## config.mk

```make
export PLATFORM = sky130hd
export DESIGN_NAME = spi_master_xfer
export DESIGN_NICKNAME = d
export VERILOG_FILES = /design/src/rtl/spi_master_pkg.sv /design/src/rtl/spi_master_clkdiv.sv /design/src/rtl/spi_master_xfer.sv
export SDC_FILE = /design/constraint.sdc
export NUM_CORES = 1
export LEC_CHECK = 0
export BUFFER_PORTS_ARGS = -buffer_cell sky130_fd_sc_hd__buf_2
export CAP_MARGIN = 10
export CORE_MARGIN = 2
export CORE_UTILIZATION = 45
export DETAILED_ROUTE_END_ITERATION = 8
export PLACE_DENSITY = 0.63
export SKIP_CTS_REPAIR_TIMING = 1
export SLEW_MARGIN = 10
export SYNTH_ARGS = -nofsm -noshare
export SYNTH_HDL_FRONTEND = slang
export SYNTH_HIERARCHICAL = 1
export SYNTH_SLANG_ARGS = --single-unit
export TNS_END_PERCENT = 50
```

## constraint.sdc

```tcl
create_clock -name clk -period 10.2 [get_ports clk]
set_input_delay 1.02 -clock clk [delete_from_list [all_inputs] [get_ports clk]]
set_output_delay 1.02 -clock clk [all_outputs]
set_load 0.03 [all_outputs]
```

## src/rtl/spi_master_pkg.sv

```systemverilog
// rtl/spi_master_pkg.sv - shared state encoding and sizing helpers for the SPI master
package spi_master_pkg;

    typedef enum logic [2:0] {
        IDLE,
        CS_SETUP,
        HIGH,
        LOW,
        CS_HOLD,
        DONE
    } state_e;

    // A single chip select still needs a 1-bit selector port.
    localparam int CS_SEL_MIN_W = 1;

    function automatic int cs_sel_width(input int ncs);
        return (ncs > 1) ? $clog2(ncs) : CS_SEL_MIN_W;
    endfunction

endpackage

```

## src/rtl/spi_master_clkdiv.sv

```systemverilog
// rtl/spi_master_clkdiv.sv - HALF-cycle phase timer, restarted on every state change
module spi_master_clkdiv #(
    parameter int HALF = 2
) (
    input  logic clk,
    input  logic reset,
    input  logic restart_i,
    output logic phase_done_o
);

    localparam int CW = (HALF > 1) ? $clog2(HALF) : 1;

    logic [CW-1:0] cnt_q, cnt_d;
    logic          armed_q, armed_d;

    always_comb begin
        cnt_d   = cnt_q;
        armed_d = armed_q;
        if (restart_i) begin
            cnt_d   = CW'(HALF - 1);
            armed_d = 1'b1;
        end else if (cnt_q != '0) begin
            cnt_d = cnt_q - 1'b1;
        end else begin
            armed_d = 1'b0;
        end
    end

    always_ff @(posedge clk or posedge reset) begin
        if (reset) begin
            cnt_q   <= '0;
            armed_q <= 1'b0;
        end else begin
            cnt_q   <= cnt_d;
            armed_q <= armed_d;
        end
    end

    assign phase_done_o = armed_q && (cnt_q == '0);

endmodule

```

## src/rtl/spi_master_xfer.sv

```systemverilog
// rtl/spi_master_xfer.sv - mode-0 SPI master: one packet per chip-select assertion
module spi_master_xfer
    import spi_master_pkg::*;
#(
    parameter int NBITS = 34,
    parameter int NCS   = 3,
    parameter int HALF  = 2
) (
    input  logic                           clk,
    input  logic                           reset,
    input  logic [NBITS-1:0]               send_msg,
    input  logic [cs_sel_width(NCS)-1:0]   send_cs_sel,
    input  logic                           send_val,
    output logic                           send_rdy,
    output logic [NBITS-1:0]               recv_msg,
    output logic                           recv_val,
    input  logic                           recv_rdy,
    output logic [NCS-1:0]                 spi_cs,
    output logic                           spi_sclk,
    output logic                           spi_mosi,
    input  logic                           spi_miso,
    output logic                           busy
);

    localparam int CSW = cs_sel_width(NCS);
    localparam int BW  = $clog2(NBITS + 1);

    state_e             state_q, state_d;
    logic [NBITS-1:0]   tx_q, tx_d, rx_q, rx_d, recv_msg_q, recv_msg_d;
    logic [CSW-1:0]     sel_q, sel_d;
    logic [BW-1:0]      bit_q, bit_d;
    logic               recv_val_q, recv_val_d;
    logic [NCS-1:0]     cs_q, cs_d;
    logic               sclk_q, sclk_d, mosi_q, mosi_d;
    logic               phase_done, active;

    spi_master_clkdiv #(.HALF(HALF)) u_clkdiv (
        .clk          (clk),
        .reset        (reset),
        .restart_i    (state_d != state_q),
        .phase_done_o (phase_done)
    );

    always_comb begin
        state_d    = state_q;
        tx_d       = tx_q;
        rx_d       = rx_q;
        sel_d      = sel_q;
        bit_d      = bit_q;
        recv_val_d = recv_val_q;
        recv_msg_d = recv_msg_q;
        case (state_q)
            IDLE: if (send_val) begin
                state_d = CS_SETUP;
                tx_d    = send_msg;
                sel_d   = send_cs_sel;
                rx_d    = '0;
                bit_d   = '0;
            end
            CS_SETUP: if (phase_done) state_d = HIGH;
            HIGH: if (phase_done) begin
                if (bit_q == BW'(NBITS)) begin
                    state_d = CS_HOLD;
                end else begin
                    state_d = LOW;
                    tx_d    = tx_q << 1;
                end
            end
            LOW: if (phase_done) state_d = HIGH;
            CS_HOLD: if (phase_done) begin
                state_d    = DONE;
                recv_val_d = 1'b1;
                recv_msg_d = rx_q;
            end
            DONE: if (recv_rdy) begin
                state_d    = IDLE;
                recv_val_d = 1'b0;
            end
            default: state_d = IDLE;
        endcase

        // miso is captured on the same edge that raises sclk
        if (state_d == HIGH && state_q != HIGH) begin
            rx_d  = {rx_q[NBITS-2:0], spi_miso};
            bit_d = bit_q + 1'b1;
        end

        active = (state_d == CS_SETUP) || (state_d == HIGH) ||
                 (state_d == LOW) || (state_d == CS_HOLD);
        sclk_d = (state_d == HIGH);
        mosi_d = active ? tx_d[NBITS-1] : 1'b0;
        cs_d   = '1;
        for (int i = 0; i < NCS; i++) begin
            if (active && sel_d == CSW'(i)) cs_d[i] = 1'b0;
        end
    end

    always_ff @(posedge clk or posedge reset) begin
        if (reset) begin
            state_q    <= IDLE;
            tx_q       <= '0;
            rx_q       <= '0;
            sel_q      <= '0;
            bit_q      <= '0;
            recv_val_q <= 1'b0;
            recv_msg_q <= '0;
            cs_q       <= '1;
            sclk_q     <= 1'b0;
            mosi_q     <= 1'b0;
        end else begin
            state_q    <= state_d;
            tx_q       <= tx_d;
            rx_q       <= rx_d;
            sel_q      <= sel_d;
            bit_q      <= bit_d;
            recv_val_q <= recv_val_d;
            recv_msg_q <= recv_msg_d;
            cs_q       <= cs_d;
            sclk_q     <= sclk_d;
            mosi_q     <= mosi_d;
        end
    end

    assign send_rdy = (state_q == IDLE);
    assign busy     = (state_q != IDLE);
    assign recv_val = recv_val_q;
    assign recv_msg = recv_msg_q;
    assign spi_cs   = cs_q;
    assign spi_sclk = sclk_q;
    assign spi_mosi = mosi_q;

endmodule

```

---- After elaboration in Yosys (flattened, before gate mapping) ----
Cells that the tools add are included.
storage, ports and cells
  flip-flop bits (word level) ............. 121
  bits in latches ......................... 0
  bits in writable memories ............... 0
  memory bits (read-only) ................. 0
  bits of input ports ..................... 41
  output and inout bits ................... 42
  logic and storage cells ................. 86
  memories kept ........................... 0
cells by class
  $add $sub $neg .......................... 2
  multipliers ............................. 0
  divide/modulo/power cells ............... 0
  order comparisons ....................... 0
  equality and inequality tests ........... 20
  shift operators ......................... 0
  multiplexer cells ....................... 30
  bitwise logic cells ..................... 1
  reductions and logical operators ........ 20
operators by type and width
  operator               number
  $mux W34               6
  $pmux W34 S2           1
  $mux W3                6
  $mux W6                3
  $pmux W3 S5            1
  $eq A3 B2 Y1 const B   4
  $mux W1                10
  $ne A2 B2 Y1 const B   5
  $eq A3 B3 Y1 const B   3
  $reduce_bool A2 Y1     4
  $add A6 B1 Y6 const B  1
  $eq A3 B1 Y1 const B   2
  $eq A6 B6 Y1 const B   1
  $logic_and A1 B1 Y1    5
  $mux W2                2
  $reduce_and A2 Y1      2
  $reduce_and A4 Y1      1
  $logic_not A3 Y1       1
  $logic_or A1 B1 Y1     3
  $ne A3 B2 Y1 const B   1
  $ne A3 B3 Y1           1
  $reduce_and A3 Y1      1
  $reduce_bool A3 Y1     1
  $eq A2 B1 Y1 const B   1
  other kinds (7)        7

---- Logic depth before layout (Yosys ltp) ----
Gate-level depths: netlist of the first run.
  depth after elaboration ................. 10
  mapped depth ............................ 7
  depth with buffers taken out ............ 5

---- By module ----
The synthesis of the first run kept the hierarchy.
modules (own cells, without submodules)
  module             times used  cells each  area each (sq um)  seq. area each (sq um)
  spi_master_xfer    1           420         5003.5             2981.6
  spi_master_clkdiv  1           5           67.6               50.0

---- Worst setup path after synthesis of the first run ----
No wires, ideal clock.
  path kind ............................... register -> output
  start ................................... register state_q[0]
  end ..................................... output send_rdy
  arrival ................................. 1375 ps
  required time ........................... 9180 ps
  setup slack ............................. 7805 ps
  cell stages (with the launch flop) ...... 4
  buffers on the path ..................... 1
  path through ............................ dfrtp_1 > buf_2 > or3_1 > inv_1
on the way
  word-level cells in the longest chain between the ends .. 1
ends and longest elaborated chain
  item                    RTL line                RTL
  from (decl)             spi_master_xfer.sv:28   state_e state_q, state_d;
  from (signal assigned)  spi_master_xfer.sv:111  state_q <= state_d;
  $logic_not A3 Y1        spi_master_xfer.sv:124  assign send_rdy = (state_q == IDLE);
  to (decl)               spi_master_xfer.sv:14   output logic send_rdy,
No other way between the ends.

---- Final worst setup path of the first run ----
Ends and elaborated chain as after synthesis.

==> impl_metrics.csv, run 1 <==
group,metric,value,unit
power_and_ir_drop,p_clk_share,28.9,%
synthesis,ys_seq_area_share,59.8,%
clock_network,clock_latency,0.40,ns
timing,fin_ws,7.48,ns
synthesis,synth_area,0.00507,sq mm
timing,setup_violations,0,
timing,worst_pin_slew,0.861,ns
global_route,grt_max_degree,77,
timing,setup_tns,0,ns
power_and_ir_drop,cellPowerDensity,321,mW/mm^2
clock_network,htreeDepth,4,
setup_path,arrival,1.70,ns
setup_path,start_kind,"flip-flop",
detailed_routing,drc,0,
worst_hold_path,min_to,"u_clkdiv/armed_q$_DFFE_PP0P_",
floorplanning,core,0.0109,sq mm
setup_path,reg2reg_depth,6,
clock_network,clk_pin_slew,0.06,ns
floorplanning,die_w,110,um
floorplanning,die_area,0.0121,sq mm
timing,fin_skew,0.00784,ns
outcome,status,"complete, no violations",
timing,slew_viol_final,0,
job,max-cap-violations,0,
finish,antennaDiodeCount,0,
timing,period_share,26.7,%
synthesis,synthArstFlopShare,100,%
worst_hold_path,hold_path_depth,1,
detailed_routing,drt-wirelength-per-cell,14.9,um
synthesis,synth_cells,425,
worst_hold_path,hold_start,"u_clkdiv/armed_q$_DFFE_PP0P_",
clock_network,ctsLongestPathBuffers,2,
synthesis,ys_types,44,
finish,final.fill_count,950,
floorplanning,rows,38,
worst_hold_path,hold_class,"reg2reg",
detailed_routing,vias,3467,
detailed_routing,first_pass_iters,4,
synthesis,yosys_warnings,6,
placement,hpwl,5950,um
floorplanning,io_pins,83,
floorplanning,initial_utilization,46.4,%
power_and_ir_drop,p_sw,711,uW
clock_network,cts_tree,"yes",
setup_path,worst_ep_required_time,9.18,ns
global_route,grtUsageTotal,17.5,%
placement,dp_slack,7.44,ns
detailed_routing,finalWirelength,9740,um
synthesis,synth_nets,468,
finish,final_layout_size_suffix_gt1_share,26.6,%
setup_path,cpPeakStageDelay,0.56,ns
synthesis,synth-edff-count,0,
floorplanning,die_y,110,um
placement,placement.io_buffers,82,
timing,min_period,2.72,ns
clock_network,cts_buffers,17,
timing,fmax,367,MHz
finish,area_delta_synth_final,20.2,%
timing,rsz0062_at_grt,"false",
detailed_routing,drt_iter0_markers,212,
power_and_ir_drop,leakagePower,0.00308,uW
power_and_ir_drop,p_comb_share,29.0,%
global_route,antenna_found_initial,0,
power_and_ir_drop,swShare,36.3,%
global_route,grt-ovfl-total,0,
power_and_ir_drop,irDropWorstVdd,0.000146,V
placement,gp_congestion,0.726,
setup_path,ff2ff_setup_slack,7.75,ns
setup_path,critPathKind,"reg2out",
detailed_routing,final_antenna_net_count,0,
finish,utilization,55.7,%
timing,maxSlewHeadroom,42.6,%
global_route,grt_pass1_vias,3444,
synthesis,synth_seq_cells,121,
setup_path,end_kind,"primary output",
global_route,grt_pass1_wl,16500,um
timing,finalHoldViolCount,0,
setup_path,worstPathCellList,"or3_1, inv_1, buf_2",
finish,final_nets,546,
setup_path,rr_startpoint,"u_clkdiv/cnt_q$_DFF_PP0_",
setup_path,cp_max_fo,12,
clock_network,cts_sinks,121,
synthesis,avgSynthCellArea,11.9,sq um
clock_network,root_buffer,"clkbuf_16",
setup_path,reg2reg_to,"tx_q[0]$_DFFE_PP0P_",
power_and_ir_drop,p_int,1250,uW
synthesis,ys.flop_type,"dfrtp_1",
power_and_ir_drop,seq_power_share,42.0,%
detailed_routing,via_per_inst,5.29,
setup_path,critPathSlowestCell,"dfrtp_1",
## per-stage QoR
step           hold WS [ns]  instance area, sq um  cells  total power [uW]
6_report              0.472                  6090    656              1960
2_1_floorplan         0.442                  5070    425              1250
5_1_grt               0.483                  6090    656              2080
3_5_place_dp          0.462                  5530    624              1410
3_3_place_gp          0.454                  5530    624              1380
4_1_cts               0.475                  6090    656              1980
## cell families (layout without fill, tap and decap cells)
kind of cell	after synthesis	after routing	share of synthesized area, %
AND/OR/NAND/NOR	108	108	10.3
XOR/XNOR	1	1	0.173
flip-flops	121	121	59.8
multiplexers	37	37	8.19
buffers and inverters	34	125	4.05
adder cells (fa/ha/maj)	2	2	0.493
AO/OA/AOI/OAI	122	122	17.0
## registers in the layout (all words and copies together) (netlist names), 2 cells and up
| signal | cells |
|---|---|
| recv_msg | 34 |
| rx_q | 34 |
| tx_q | 34 |
| bit_q | 6 |
| spi_cs | 3 |
| state_q | 3 |
| sel_q | 2 |
## how the worst max path moves through the flow
stage                                     from                    to  slack (ns)  cells after the start
after floorplan                          reset  bit_q[0]$_DFFE_PP0P_        6.03                      1
after global placement                send_val   spi_cs[0]$_DFF_PP1_        7.48                      6
after detailed placement              send_val   spi_cs[0]$_DFF_PP1_        7.44                      6
after CTS                 state_q[0]$_DFF_PP0_              send_rdy        7.46                      3
after global routing      state_q[0]$_DFF_PP0_              send_rdy        7.38                      3
final                     state_q[0]$_DFF_PP0_              send_rdy        7.48                      3
## metal layers
metal / vias up / wire, um / track usage, %
met1: 1745 / 4590 / 24.3
met2: 58 / 4680 / 27.0
met5: - / 0 / 0
met3: 11 / 352 / 4.64
li1: 1653 / - / -
met4: 0 / 119 / 5.71
## cells in the mapped netlist, types with 2 or more instances
master	count	share of area, %
dfrtp_1	118	58
nand2_1	79	5.8
a21o_1	34	5.0
a22o_1	34	5.9
o21ai_1	34	3.4
mux2_1	30	6.7
buf_2	14	1.4
o21ai_0	9	0.89
buf_6	7	1.6
clkbuf_1	6	0.44
mux2_2	6	1.3
inv_1	5	0.37
nor2_1	4	0.30
nor2b_1	4	0.49
dfstp_2	3	1.6
a21oi_1	2	0.20
a31oi_1	2	0.25
and3_1	2	0.25
buf_4	2	0.30
ha_1	2	0.49
nand3_1	2	0.20
nor3b_1	2	0.30
o22ai_1	2	0.25
or3_1	2	0.25
## final cells by class
cell class	instances	area, sq um	area share, %
multi-input cells	270	1840	30.2
flip-flops and latches	121	3030	49.7
clock inverters	14	139	2.28
repair buffers	88	455	7.47
clock buffers	18	429	7.04
well taps	140	175	2.87
inverters	5	21.3	0.349
## critical path: cells and delay by family (launching register included)
family,cells,cell delay (ns)
DFF,1,0.56
and+or+nand+nor,1,0.49
buffers and inverters,2,0.25
## cell usage in the layout, fill, tap and decap left out, types with 2 or more instances in the layout
| cell | Yosys | routed |
|---|---|---|
| a22o_1 | 34 | 34 |
| a21o_1 | 34 | 34 |
| and3_1 | 2 | 2 |
| a21oi_1 | 2 | 2 |
| dfstp_2 | 3 | 3 |
| buf_2 | 14 | 82 |
| ha_1 | 2 | 2 |
| nor3b_1 | 2 | 2 |
| mux2_2 | 6 | 6 |
| inv_1 | 5 | 4 |
| buf_4 | 2 | 6 |
| dfrtp_1 | 118 | 118 |
| o22ai_1 | 2 | 2 |
| or3_1 | 2 | 2 |
| inv_6 | 0 | 6 |
| o21ai_1 | 34 | 34 |
| clkbuf_16 | 0 | 17 |
| nor2b_1 | 4 | 4 |
| nand2_1 | 79 | 79 |
| nor2_1 | 4 | 4 |
| clkinvlp_4 | 0 | 6 |
| nand3_1 | 2 | 2 |
| o21ai_0 | 9 | 9 |
| mux2_1 | 30 | 30 |
| a31oi_1 | 2 | 2 |
## power by group through the flow
stage	combinational (uW)	sequential (uW)	clock, uW
2_1_floorplan	311	940	0
3_3_place_gp	557	822	0
3_5_place_dp	575	832	0
6_report	568	823	566
4_1_cts	577	826	579
5_1_grt	625	853	605
(Power assumes the default switching activity.)
==> run 2, diff against run 1 <==
--- a/config.mk
+++ b/config.mk
@@ -5,6 +5,7 @@
 export SDC_FILE = /design/constraint.sdc
 export NUM_CORES = 1
 export LEC_CHECK = 0
+export ABC_AREA = 1
 export BUFFER_PORTS_ARGS = -buffer_cell sky130_fd_sc_hd__buf_2
 export CAP_MARGIN = 10
 export CORE_MARGIN = 2
==> constraint.sdc (replaced) <==
create_clock -name clk -period 2.63 [get_ports clk]
set_input_delay 0.263 -clock clk [delete_from_list [all_inputs] [get_ports clk]]
set_output_delay 0.263 -clock clk [all_outputs]
set_load 0.03 [all_outputs]
==> impl_metrics.csv, run 2 <==
group,metric,value,unit
detailed_routing,final_antenna_net_count,0,
timing,min_period,2.25,ns
setup_path,end_kind,"flip-flop",
timing,fin_skew,0.00926,ns
clock_network,ctsLongestPathBuffers,2,
synthesis,synth_area,0.00508,sq mm
timing,holdWs,0.0599,ns
floorplanning,die_y,110,um
finish,layout.cells.most_common,"nand2_1",
timing,maxSlewHeadroom,56.6,%
global_route,antenna_found_initial,0,
detailed_routing,wl_met2,4990,um
placement,gp_congestion,0.820,
synthesis,synth_seq_cells,121,
finish,final_cell_mix,"nand2_1 (238), dfrtp_1 (118), buf_2 (82)",
setup_path,start_kind,"flip-flop",
synthesis,synth-edff-count,0,
power_and_ir_drop,irDropWorstVdd,0.000534,V
detailed_routing,wl_met1,4880,um
finish,seqCellArea,0.00303,sq mm
setup_path,cpPeakStageDelay,0.48,ns
timing,setup_tns,0,ns
global_route,grt_pass1_vias,3895,
clock_network,htreeDepth,4,
power_and_ir_drop,p_int,4280,uW
timing,rsz0062_at_grt,"false",
setup_path,critPathKind,"reg2reg",
detailed_routing,wl_met3,672,um
floorplanning,initial_utilization,46.4,%
floorplanning,rows,38,
worst_hold_path,hold_class,"in2reg",
power_and_ir_drop,leakagePower,0.00347,uW
finish,multi_input_area,0.00165,sq mm
placement,placement.io_buffers,82,
timing,period_share,85.7,%
clock_network,cts_buffers,17,
detailed_routing,highest_layer,"met4",
detailed_routing,first_pass_iters,5,
detailed_routing,drt-wirelength-per-cell,13.3,um
synthesis,yosys_warnings,6,
power_and_ir_drop,swShare,33.8,%
detailed_routing,drt_iter0_markers,266,
global_route,grtUsageTotal,19.0,%
synthesis,synth_top_area_share,58.2,%
power_and_ir_drop,cellPowerDensity,1040,mW/mm^2
synthesis,ys_types,26,
clock_network,root_buffer,"clkbuf_16",
floorplanning,io_pins,83,
global_route,grt_max_degree,120,
setup_path,cp_max_fo,44,
power_and_ir_drop,finalPower,6460,uW
synthesis,synth_common_cells,"nand2_1 (238), dfrtp_1 (118), inv_1 (59)",
setup_path,arrival,2.60,ns
synthesis,yosysTopAreaCell,"dfrtp_1",
synthesis,ys_seq_area_share,59.7,%
power_and_ir_drop,seq_power_share,37.8,%
finish,final_layout_size_suffix_gt1_share,21.1,%
setup_path,worstPathCellList,"nor2_2, inv_2, nor2_2, nand2_2, buf_4, nand2_4, nor2_4, nand3_2, inv_2, nand2_1, nand2_1",
synthesis,synth_area_leaders,"dfrtp_1 (58%), nand2_1 (18%), o221ai_1 (5.5%), nand3_1 (4.8%), inv_1 (4.4%)",
finish,final_nets,694,
finish,antennaDiodeCount,0,
power_and_ir_drop,p_clk_share,35.6,%
floorplanning,core,0.0109,sq mm
timing,setup_violations,0,
timing,fmax,444,MHz
setup_path,worst_ep_required_time,2.97,ns
clock_network,clk_pin_slew,0.05,ns
setup_path,critPathSlowestCell,"inv_2",
synthesis,synth_cells,568,
clock_network,cts_tree,"yes",
synthesis,synth_most_common_cell,"nand2_1",
timing,slew_viol_final,0,
synthesis,avgSynthCellArea,8.94,sq um
detailed_routing,finalWirelength,10700,um
global_route,grt-ovfl-total,0,
timing,finalHoldViolCount,0,
timing,worst_pin_slew,0.647,ns
synthesis,ys.flop_type,"dfrtp_1",
detailed_routing,drc,0,
global_route,grt_pass1_wl,17800,um
power_and_ir_drop,p_comb_share,26.6,%
finish,area_delta_synth_final,22.3,%
floorplanning,die_w,110,um
clock_network,cts_sinks,121,
detailed_routing,via_per_inst,4.98,
job,max-cap-violations,0,
finish,final.fill_count,1018,
placement,hpwl,6610,um
synthesis,synthArstFlopShare,100,%
clock_network,clock_latency,0.41,ns
power_and_ir_drop,p_sw,2180,uW
floorplanning,die_area,0.0121,sq mm
detailed_routing,vias,4005,
synthesis,synth_nets,611,
outcome,status,"complete, no violations",
## run 2: power by group through the flow
| stage | logic [uW] | registers [uW] | clock network, uW |
|---|---|---|---|
| 6_report | 1720 | 2440 | 2300 |
| 5_1_grt | 1950 | 2480 | 2430 |
| 4_1_cts | 1740 | 2440 | 2350 |
| 3_5_place_dp | 1730 | 2470 | 0 |
| 3_3_place_gp | 1680 | 2460 | 0 |
| 2_1_floorplan | 1360 | 2500 | 0 |
## run 2: cells by family (layout without fill, tap and decap cells)
| kind of cell | count (synthesis) | after routing | synth area share (%) |
|---|---|---|---|
| AOI/OAI and AO/OA | 40 | 40 | 6.43 |
| xor gates and xnor gates | 4 | 4 | 0.690 |
| adders and majority gates | 2 | 2 | 0.493 |
| buffers and inverters | 93 | 189 | 7.74 |
| DFF | 121 | 121 | 59.7 |
| and+or+nand+nor | 308 | 308 | 24.9 |
## run 2: metal layers
metal,global-route usage [%],vias to the layer above
li1,-,1968
met1,24.6,1916
met2,30.3,113
met3,5.47,8
met4,7.14,0
met5,0,-
## run 2: area by class of cell
cell class	instances	share of cell area, %
flip-flops and latches	121	48.9
multi-input cells	354	26.6
repair buffers	92	8.06
clock buffers	21	7.74
inverters	65	3.99
well taps	140	2.82
clock inverters	11	1.92
## run 2: worst max-delay path: cells and delay by family (launching register included)
family	cells	cell delay, ns
AND/OR/NAND/NOR	8	0.77
buffers and inverters	3	0.93
flip-flops	1	0.45
## run 2: metrics by stage
stage / instances / util (%) / cell area [sq um] / worst slack [ns]
global route: 804 / 56.8 / 6210 / 0.147
CTS: 803 / 56.7 / 6200 / 0.372
finish: 804 / 56.8 / 6210 / 0.376
global placement: 771 / 51.2 / 5600 / 0.503
detailed placement: 771 / 51.2 / 5600 / 0.396
floorplan: 568 / - / 5080 / 0.827
## run 2: path summary, 6_finish.rpt
check | startpoint | to | slack (ns) | depth (start not counted)
setup / recovery | state_q[2]$_DFF_PP0_ | rx_q[11]$_DFFE_PP0P_ | 0.38 | 11
hold / removal | spi_miso | rx_q[0]$_DFFE_PP0P_ | 0.06 | 3
setup reg to reg | state_q[2]$_DFF_PP0_ | rx_q[11]$_DFFE_PP0P_ | 0.38 | 11
hold reg to reg | tx_q[33]$_DFF_PP0_ | tx_q[33]$_DFF_PP0_ | 0.47 | 2
max in group asynchronous | reset | rx_q[16]$_DFFE_PP0P_ | 1.58 | 4
min in group asynchronous | reset | u_clkdiv/cnt_q$_DFF_PP0_ | 0.29 | 3
